--- config.mk ---
export PLATFORM = sky130hd
export DESIGN_NAME = uart_msg_tx_flat
export DESIGN_NICKNAME = d
export VERILOG_FILES = /design/src/rtl/uart_msg_tx_if.sv /design/src/rtl/uart_msg_tx.sv /design/src/flat_wrapper.sv
export SDC_FILE = /design/constraint.sdc
export NUM_CORES = 1
export LEC_CHECK = 0
export ABC_AREA = 1
export CAP_MARGIN = 20
export CORE_UTILIZATION = 45
export DETAILED_ROUTE_END_ITERATION = 8
export DONT_BUFFER_PORTS = 1
export GPL_ROUTABILITY_DRIVEN = 0
export REMOVE_ABC_BUFFERS = 1
export SKIP_CTS_REPAIR_TIMING = 1
export SLEW_MARGIN = 0
export SYNTH_ARGS = -nofsm -noshare
export SYNTH_HDL_FRONTEND = slang
export SYNTH_SLANG_ARGS = --single-unit
--- constraint.sdc ---
create_clock -name clk -period 3.3 [get_ports clk]
set_input_delay 0.825 -clock clk [delete_from_list [all_inputs] [get_ports clk]]
set_output_delay 0.825 -clock clk [all_outputs]
set_load 0.1 [all_outputs]
--- src/rtl/uart_msg_tx_if.sv ---
// Message-side bundle of the UART message sender: request inputs plus line and status outputs.
// Latency: none, wires only.
// Backpressure: none; a request made while a message is in flight is queued one deep by the sender.
//   msg_data  8*MSG_LEN  message bytes, byte k in [8k+7:8k], byte 0 sent first
//   start / auto_en      one-cycle send request / periodic sending enable
//   UART_tx, busy, byte_idx, tx_done, msg_done   serial line and progress status
interface uart_msg_tx_if #(
    parameter int MSG_LEN = 9
);
    localparam int IW = (MSG_LEN > 1) ? $clog2(MSG_LEN) : 1;

    logic [8*MSG_LEN-1:0] msg_data;
    logic                 start;
    logic                 auto_en;
    logic                 UART_tx;
    logic                 busy;
    logic [IW-1:0]        byte_idx;
    logic                 tx_done;
    logic                 msg_done;

    modport master (
        output msg_data, start, auto_en,
        input  UART_tx, busy, byte_idx, tx_done, msg_done
    );

    modport slave (
        input  msg_data, start, auto_en,
        output UART_tx, busy, byte_idx, tx_done, msg_done
    );
endinterface

--- src/rtl/uart_msg_tx.sv ---
// Sends a MSG_LEN-byte message as UART frames (start, 8 data LSB first, optional parity, 1-2 stop).
// Latency: start bit appears the cycle after the request edge; every output is a flop.
// Backpressure: none; requests while busy set a one-deep pending flag launched right after msg_done.
//   clk, rst  clock and synchronous active-high reset
//   bus       uart_msg_tx_if.slave: msg_data/start/auto_en in, UART_tx/busy/byte_idx/tx_done/msg_done out
module uart_msg_tx #(
    parameter int CLK_FREQ   = 50000000,
    parameter int BAUD       = 115200,
    parameter int MSG_LEN    = 9,
    parameter int PERIOD_CYC = 50000000,
    parameter int PARITY     = 0,
    parameter int STOP_BITS  = 1
) (
    input  logic          clk,
    input  logic          rst,
    uart_msg_tx_if.slave  bus
);
    localparam int BAUD_DIV = CLK_FREQ / BAUD;
    localparam int CW       = $clog2(BAUD_DIV);
    localparam int IW       = (MSG_LEN > 1) ? $clog2(MSG_LEN) : 1;
    localparam int TW       = (PERIOD_CYC > 1) ? $clog2(PERIOD_CYC) : 1;

    typedef enum logic [2:0] {S_IDLE, S_START, S_DATA, S_PARITY, S_STOP} state_t;

    state_t               state_q, state_d;
    logic [CW-1:0]        bit_cnt_q, bit_cnt_d;
    logic [2:0]           bit_idx_q, bit_idx_d;     // data bit number, or stop bit number in S_STOP
    logic [IW-1:0]        byte_idx_q, byte_idx_d;
    logic [8*MSG_LEN-1:0] msg_q, msg_d;
    logic                 pending_q, pending_d;
    logic [TW-1:0]        timer_q, timer_d;
    logic                 tx_q, tx_d;
    logic                 busy_q, busy_d;
    logic                 done_q, done_d;
    logic                 mdone_q, mdone_d;

    logic       bit_end, timer_wrap, req, last_byte, cur_par, launch;
    logic [7:0] cur_byte;

    assign bit_end    = (bit_cnt_q == CW'(BAUD_DIV - 1));
    assign timer_wrap = (timer_q == TW'(PERIOD_CYC - 1));
    assign req        = bus.start | (bus.auto_en & timer_wrap);
    assign last_byte  = (byte_idx_q == IW'(MSG_LEN - 1));
    assign cur_byte   = msg_q[8*int'(byte_idx_q) +: 8];
    assign cur_par    = (^cur_byte) ^ (PARITY == 2);

    always_comb begin
        state_d    = state_q;
        bit_cnt_d  = bit_end ? '0 : bit_cnt_q + 1'b1;
        bit_idx_d  = bit_idx_q;
        byte_idx_d = byte_idx_q;
        msg_d      = msg_q;
        pending_d  = pending_q;
        launch     = 1'b0;

        if (!bus.auto_en || timer_wrap)
            timer_d = '0;
        else
            timer_d = timer_q + 1'b1;

        case (state_q)
            S_IDLE: begin
                bit_cnt_d = '0;
                launch    = req;
            end
            S_START: begin
                if (bit_end) begin
                    state_d   = S_DATA;
                    bit_idx_d = '0;
                end
            end
            S_DATA: begin
                if (bit_end) begin
                    if (bit_idx_q == 3'd7) begin
                        state_d   = (PARITY != 0) ? S_PARITY : S_STOP;
                        bit_idx_d = '0;
                    end else begin
                        bit_idx_d = bit_idx_q + 3'd1;
                    end
                end
            end
            S_PARITY: begin
                if (bit_end)
                    state_d = S_STOP;
            end
            S_STOP: begin
                if (bit_end) begin
                    if (bit_idx_q == 3'(STOP_BITS - 1)) begin
                        bit_idx_d = '0;
                        if (last_byte) begin
                            byte_idx_d = '0;
                            // Chain straight into the next message with no idle cycle.
                            if (pending_q || req)
                                launch = 1'b1;
                            else
                                state_d = S_IDLE;
                        end else begin
                            byte_idx_d = byte_idx_q + 1'b1;
                            state_d    = S_START;
                        end
                    end else begin
                        bit_idx_d = bit_idx_q + 3'd1;
                    end
                end
            end
            default: state_d = S_IDLE;
        endcase

        if (state_q != S_IDLE && req)
            pending_d = 1'b1;

        // A launch consumes any pending request; extra requests have already collapsed into it.
        if (launch) begin
            state_d    = S_START;
            bit_idx_d  = '0;
            byte_idx_d = '0;
            msg_d      = bus.msg_data;
            pending_d  = 1'b0;
        end

        // Outputs are computed from next-state so the pin and pulses come straight from flops.
        done_d  = (state_d == S_STOP) && (bit_idx_d == 3'(STOP_BITS - 1)) &&
                  (bit_cnt_d == CW'(BAUD_DIV - 1));
        mdone_d = done_d && (byte_idx_d == IW'(MSG_LEN - 1));
        busy_d  = (state_d != S_IDLE);
        case (state_d)
            S_START:  tx_d = 1'b0;
            S_DATA:   tx_d = cur_byte[bit_idx_d];
            S_PARITY: tx_d = cur_par;
            default:  tx_d = 1'b1;
        endcase
    end

    always_ff @(posedge clk) begin
        if (rst) begin
            state_q    <= S_IDLE;
            bit_cnt_q  <= '0;
            bit_idx_q  <= '0;
            byte_idx_q <= '0;
            pending_q  <= 1'b0;
            timer_q    <= '0;
            tx_q       <= 1'b1;
            busy_q     <= 1'b0;
            done_q     <= 1'b0;
            mdone_q    <= 1'b0;
        end else begin
            state_q    <= state_d;
            bit_cnt_q  <= bit_cnt_d;
            bit_idx_q  <= bit_idx_d;
            byte_idx_q <= byte_idx_d;
            pending_q  <= pending_d;
            timer_q    <= timer_d;
            tx_q       <= tx_d;
            busy_q     <= busy_d;
            done_q     <= done_d;
            mdone_q    <= mdone_d;
        end
    end

    // Message buffer is pure datapath: it is only read after a launch has loaded it.
    always_ff @(posedge clk) begin
        msg_q <= msg_d;
    end

    assign bus.UART_tx  = tx_q;
    assign bus.busy     = busy_q;
    assign bus.byte_idx = byte_idx_q;
    assign bus.tx_done  = done_q;
    assign bus.msg_done = mdone_q;
endmodule

--- src/flat_wrapper.sv ---
// flat-port wrapper written by rule: the top's interface ports become plain ports
module uart_msg_tx_flat 
#(
    parameter int CLK_FREQ   = 50000000,
    parameter int BAUD       = 115200,
    parameter int MSG_LEN    = 9,
    parameter int PERIOD_CYC = 50000000,
    parameter int PARITY     = 0,
    parameter int STOP_BITS  = 1
)
  (clk, rst, bus_msg_data, bus_start, bus_auto_en, bus_UART_tx, bus_busy, bus_byte_idx, bus_tx_done, bus_msg_done);
  uart_msg_tx_if #(.MSG_LEN(MSG_LEN)) bus_i ();
  input  logic clk;
  input  logic rst;
  input wire logic [$bits(bus_i.msg_data)-1:0] bus_msg_data;
  input wire logic [$bits(bus_i.start)-1:0] bus_start;
  input wire logic [$bits(bus_i.auto_en)-1:0] bus_auto_en;
  output wire logic [$bits(bus_i.UART_tx)-1:0] bus_UART_tx;
  output wire logic [$bits(bus_i.busy)-1:0] bus_busy;
  output wire logic [$bits(bus_i.byte_idx)-1:0] bus_byte_idx;
  output wire logic [$bits(bus_i.tx_done)-1:0] bus_tx_done;
  output wire logic [$bits(bus_i.msg_done)-1:0] bus_msg_done;
  assign bus_i.msg_data = bus_msg_data;
  assign bus_i.start = bus_start;
  assign bus_i.auto_en = bus_auto_en;
  assign bus_UART_tx = bus_i.UART_tx;
  assign bus_busy = bus_i.busy;
  assign bus_byte_idx = bus_i.byte_idx;
  assign bus_tx_done = bus_i.tx_done;
  assign bus_msg_done = bus_i.msg_done;
  uart_msg_tx #(.CLK_FREQ(CLK_FREQ), .BAUD(BAUD), .MSG_LEN(MSG_LEN), .PERIOD_CYC(PERIOD_CYC), .PARITY(PARITY), .STOP_BITS(STOP_BITS)) u_core (.clk(clk), .rst(rst), .bus(bus_i));
endmodule
==> flow_metrics.env <==
export IMPL_status="completed"
export IMPL_synth_most_common_cell="nand2_1"
export IMPL_max_clock_path_buffers=2
export IMPL_synth_seq_cells=122
export IMPL_cts_max_level=4
export IMPL_num_nets_final=756
export IMPL_grt_pass1_wl_um=19130
export IMPL_start_util_pct=45.98
export IMPL_period_minus_slack_ns=2.611
export IMPL_stdcell_area_um2=6545
export IMPL_yosys_warnings=0
export IMPL_finalCritPeriodShare_pct=79.11
export IMPL_synth_area_leaders="edfxtp_1 (37%), dfxtp_1 (17%), nand2_1 (9.5%), nor2_1 (6.7%), nand3_1 (4.7%)"
export IMPL_grt_max_degree=73
export IMPL_die_y_um=115.3
export IMPL_placement_cell_area_um2=5928
export IMPL_synth_common_cells="nand2_1 (147), nor2_1 (103), edfxtp_1 (72)"
export IMPL_cp_required_ns=3.34
export IMPL_worstSetupPathType="reg2reg"
export IMPL_fp_dieW_um=115.3
export IMPL_drt_wl_total_um=11630
export IMPL_cts_tree="yes"
export IMPL_fin_ws_ns=0.6895
export IMPL_dr_total_vias=4276
export IMPL_area_growth_pct=13.25
export IMPL_max_cap_violations=0
export IMPL_place_ws_ns=0.6844
export IMPL_grt_usage_pct=19.22
export IMPL_antenna_found_initial=0
export IMPL_endpoint_kind="flip-flop"
export IMPL_arrival_ns=2.65
export IMPL_avgSynthCellArea_um2=8.743
export IMPL_hold_viol_final=0
export IMPL_ir_drop_uv=538.9
export IMPL_n_antenna_cell=0
export IMPL_skew_ns=0.01559
export IMPL_slew_headroom_pct=36.06
export IMPL_synth_edff_count=72
export IMPL_yosysSeqAreaShare_pct=54.73
export IMPL_min_path_type="reg2reg"
export IMPL_dieArea_um2=13300
export IMPL_worst_slew_pin_slew_ns=0.9578
export IMPL_grt_pass1_vias=4134
export IMPL_synth_area_um2=5779
export IMPL_cts_root_buf="clkbuf_16"
export IMPL_cts_sinks=122
export IMPL_leakage_uw=0.002544
export IMPL_async_flop_share_pct=0
export IMPL_crit_fanout=72
export IMPL_worstSetupStartpointType="flip-flop"
export IMPL_drc=0
export IMPL_place_hpwl_um=8072
export IMPL_fp_row_count=41
export IMPL_portBuffers=0
export IMPL_cts_buffers=17
export IMPL_drive_above_1_share_pct=13.28
export IMPL_slew_viol_final=0
export IMPL_p_per_area_nw_per_um2=566.7
export IMPL_clk_pin_slew_worst_paths_ns=0.06
export IMPL_max_freq_mhz=383.1
export IMPL_antenna_left=0
export IMPL_design_core_area_um2=12570
export IMPL_clk_latency_ns=0.42
export IMPL_rsz0062_at_grt="no"
export IMPL_detail_route_iter0_violations=253
export IMPL_yosysTopAreaCell="edfxtp_1"
export IMPL_wl_per_cell_um=13.56
export IMPL_syn_inst=661
export IMPL_grt_overflow_total=0
export IMPL_viasPerCell=4.989
export IMPL_synthDistinctLibCells=41
export IMPL_synth_ff_type="edfxtp_1"
export IMPL_synth_top_area_share_pct=37.41
export IMPL_finalSetupViolations=0
export IMPL_io_pins=84
export IMPL_first_pass_iters=6
-- metal layers --
| metal | track usage (%) | share of wire [%] | vias to the layer above |
|---|---|---|---|
| met5 | 0 | 0 | - |
| met4 | 7.100 | 0.97 | 0 |
| met3 | 7.855 | 6.3 | 8 |
| met2 | 30.46 | 48 | 127 |
| met1 | 23.51 | 45 | 1937 |
| li1 | - | - | 2204 |
-- through the flow --
step	cells	hold slack (ns)	utilization [%]	power [uW]	setup TNS (ns)
final	857	0.4407	52.08	3709	0
after global routing	857	0.4414	52.08	3838	0
after CTS	857	0.4461	52.08	3745	0
after detailed placement	825	0.4319	47.17	1824	0
after global placement	825	0.4220	47.17	1822	0
after floorplan	647	0.4132	-	1798	-59.60
-- cell usage in the layout, fill, tap and decap left out, drive strengths merged --
cell type	Yosys	final
nor4	6	6
nor3	17	17
a31oi	1	1
nand3b	3	3
dfxtp	50	50
ha	8	8
clkbuf	3	17
buf	11	6
nand2	163	163
mux2i	1	1
nand3	57	57
o211ai	1	1
and3	1	1
o22ai	1	1
bufinv	0	3
xor2	6	6
clkinvlp	0	2
clkinv	2	8
or2	2	2
edfxtp	72	72
o21a	1	1
xnor2	3	3
o21ai	39	39
inv	73	77
nor2	112	112
nand4	9	9
a21oi	17	17
nor3b	2	2
-- worst max-delay path, cell delays in order (launching register included) --
cell and delay, ns:
dfxtp_1 0.39, ha_1 0.17, nand2_1 0.07, nor3_2 0.20
nand3_2 0.16, clkinv_1 0.09, nand3_2 0.07, nand2_2 0.10
nand2_2 0.17, inv_2 0.08, buf_4 0.68
-- sequential cells by signal, summed over array words and instances, names as in the netlist --
register,count
u_core.bus.busy,1
u_core.bus.byte_idx,4
u_core.msg_q,72
u_core.bus.tx_done,1
u_core.bit_cnt_q,9
u_core.bus.msg_done,1
u_core.state_q,3
u_core.timer_q,26
u_core.bit_idx_q,3
u_core.pending_q,1
u_core.bus.UART_tx,1
-- report_power, final --
group | switching [uW] | total (uW) | leakage, uW | internal (uW)
Combinational | 72.8 | 101 | 0.00117 | 28.4
Sequential | 20.8 | 1690 | 0.00108 | 1670
Clock | 716 | 1920 | 0.000298 | 1200
Total | 809 | 3710 | 0.00254 | 2900
-- kinds of logic (layout without fill, tap and decap cells) --
family | count (synthesis) | in the layout | synth area share, %
and+or+nand+nor | 372 | 372 | 29.68
DFF | 122 | 122 | 54.73
buffers and inverters | 89 | 113 | 6.928
AOI/OAI and AO/OA | 60 | 60 | 5.391
xor gates and xnor gates | 9 | 9 | 1.364
adders and majority gates | 8 | 8 | 1.732
muxes | 1 | 1 | 0.1732
-- final cells by class --
type,count,area (um2)
multi-input combinational,450,2216
clock inverter,15,191.4
clock buffer,17,425.4
inverter,75,285.3
tap,172,215.2
fill,1180,6023
timing repair buffer,6,45.04
sequential,122,3167
-- path summary, 6_finish.rpt --
| check | from | to | cells past startpoint | slack (ns) |
|---|---|---|---|---|
| max | u_core.bit_cnt_q[0] | u_core.msg_q[40] | 10 | 0.69 |
| min | u_core.timer_q[0] | u_core.timer_q[0] | 1 | 0.44 |
| max reg2reg | u_core.bit_cnt_q[0] | u_core.msg_q[40] | 10 | 0.69 |
| min reg2reg | u_core.timer_q[0] | u_core.timer_q[0] | 1 | 0.44 |
Power figures use the tool's default switching activity.
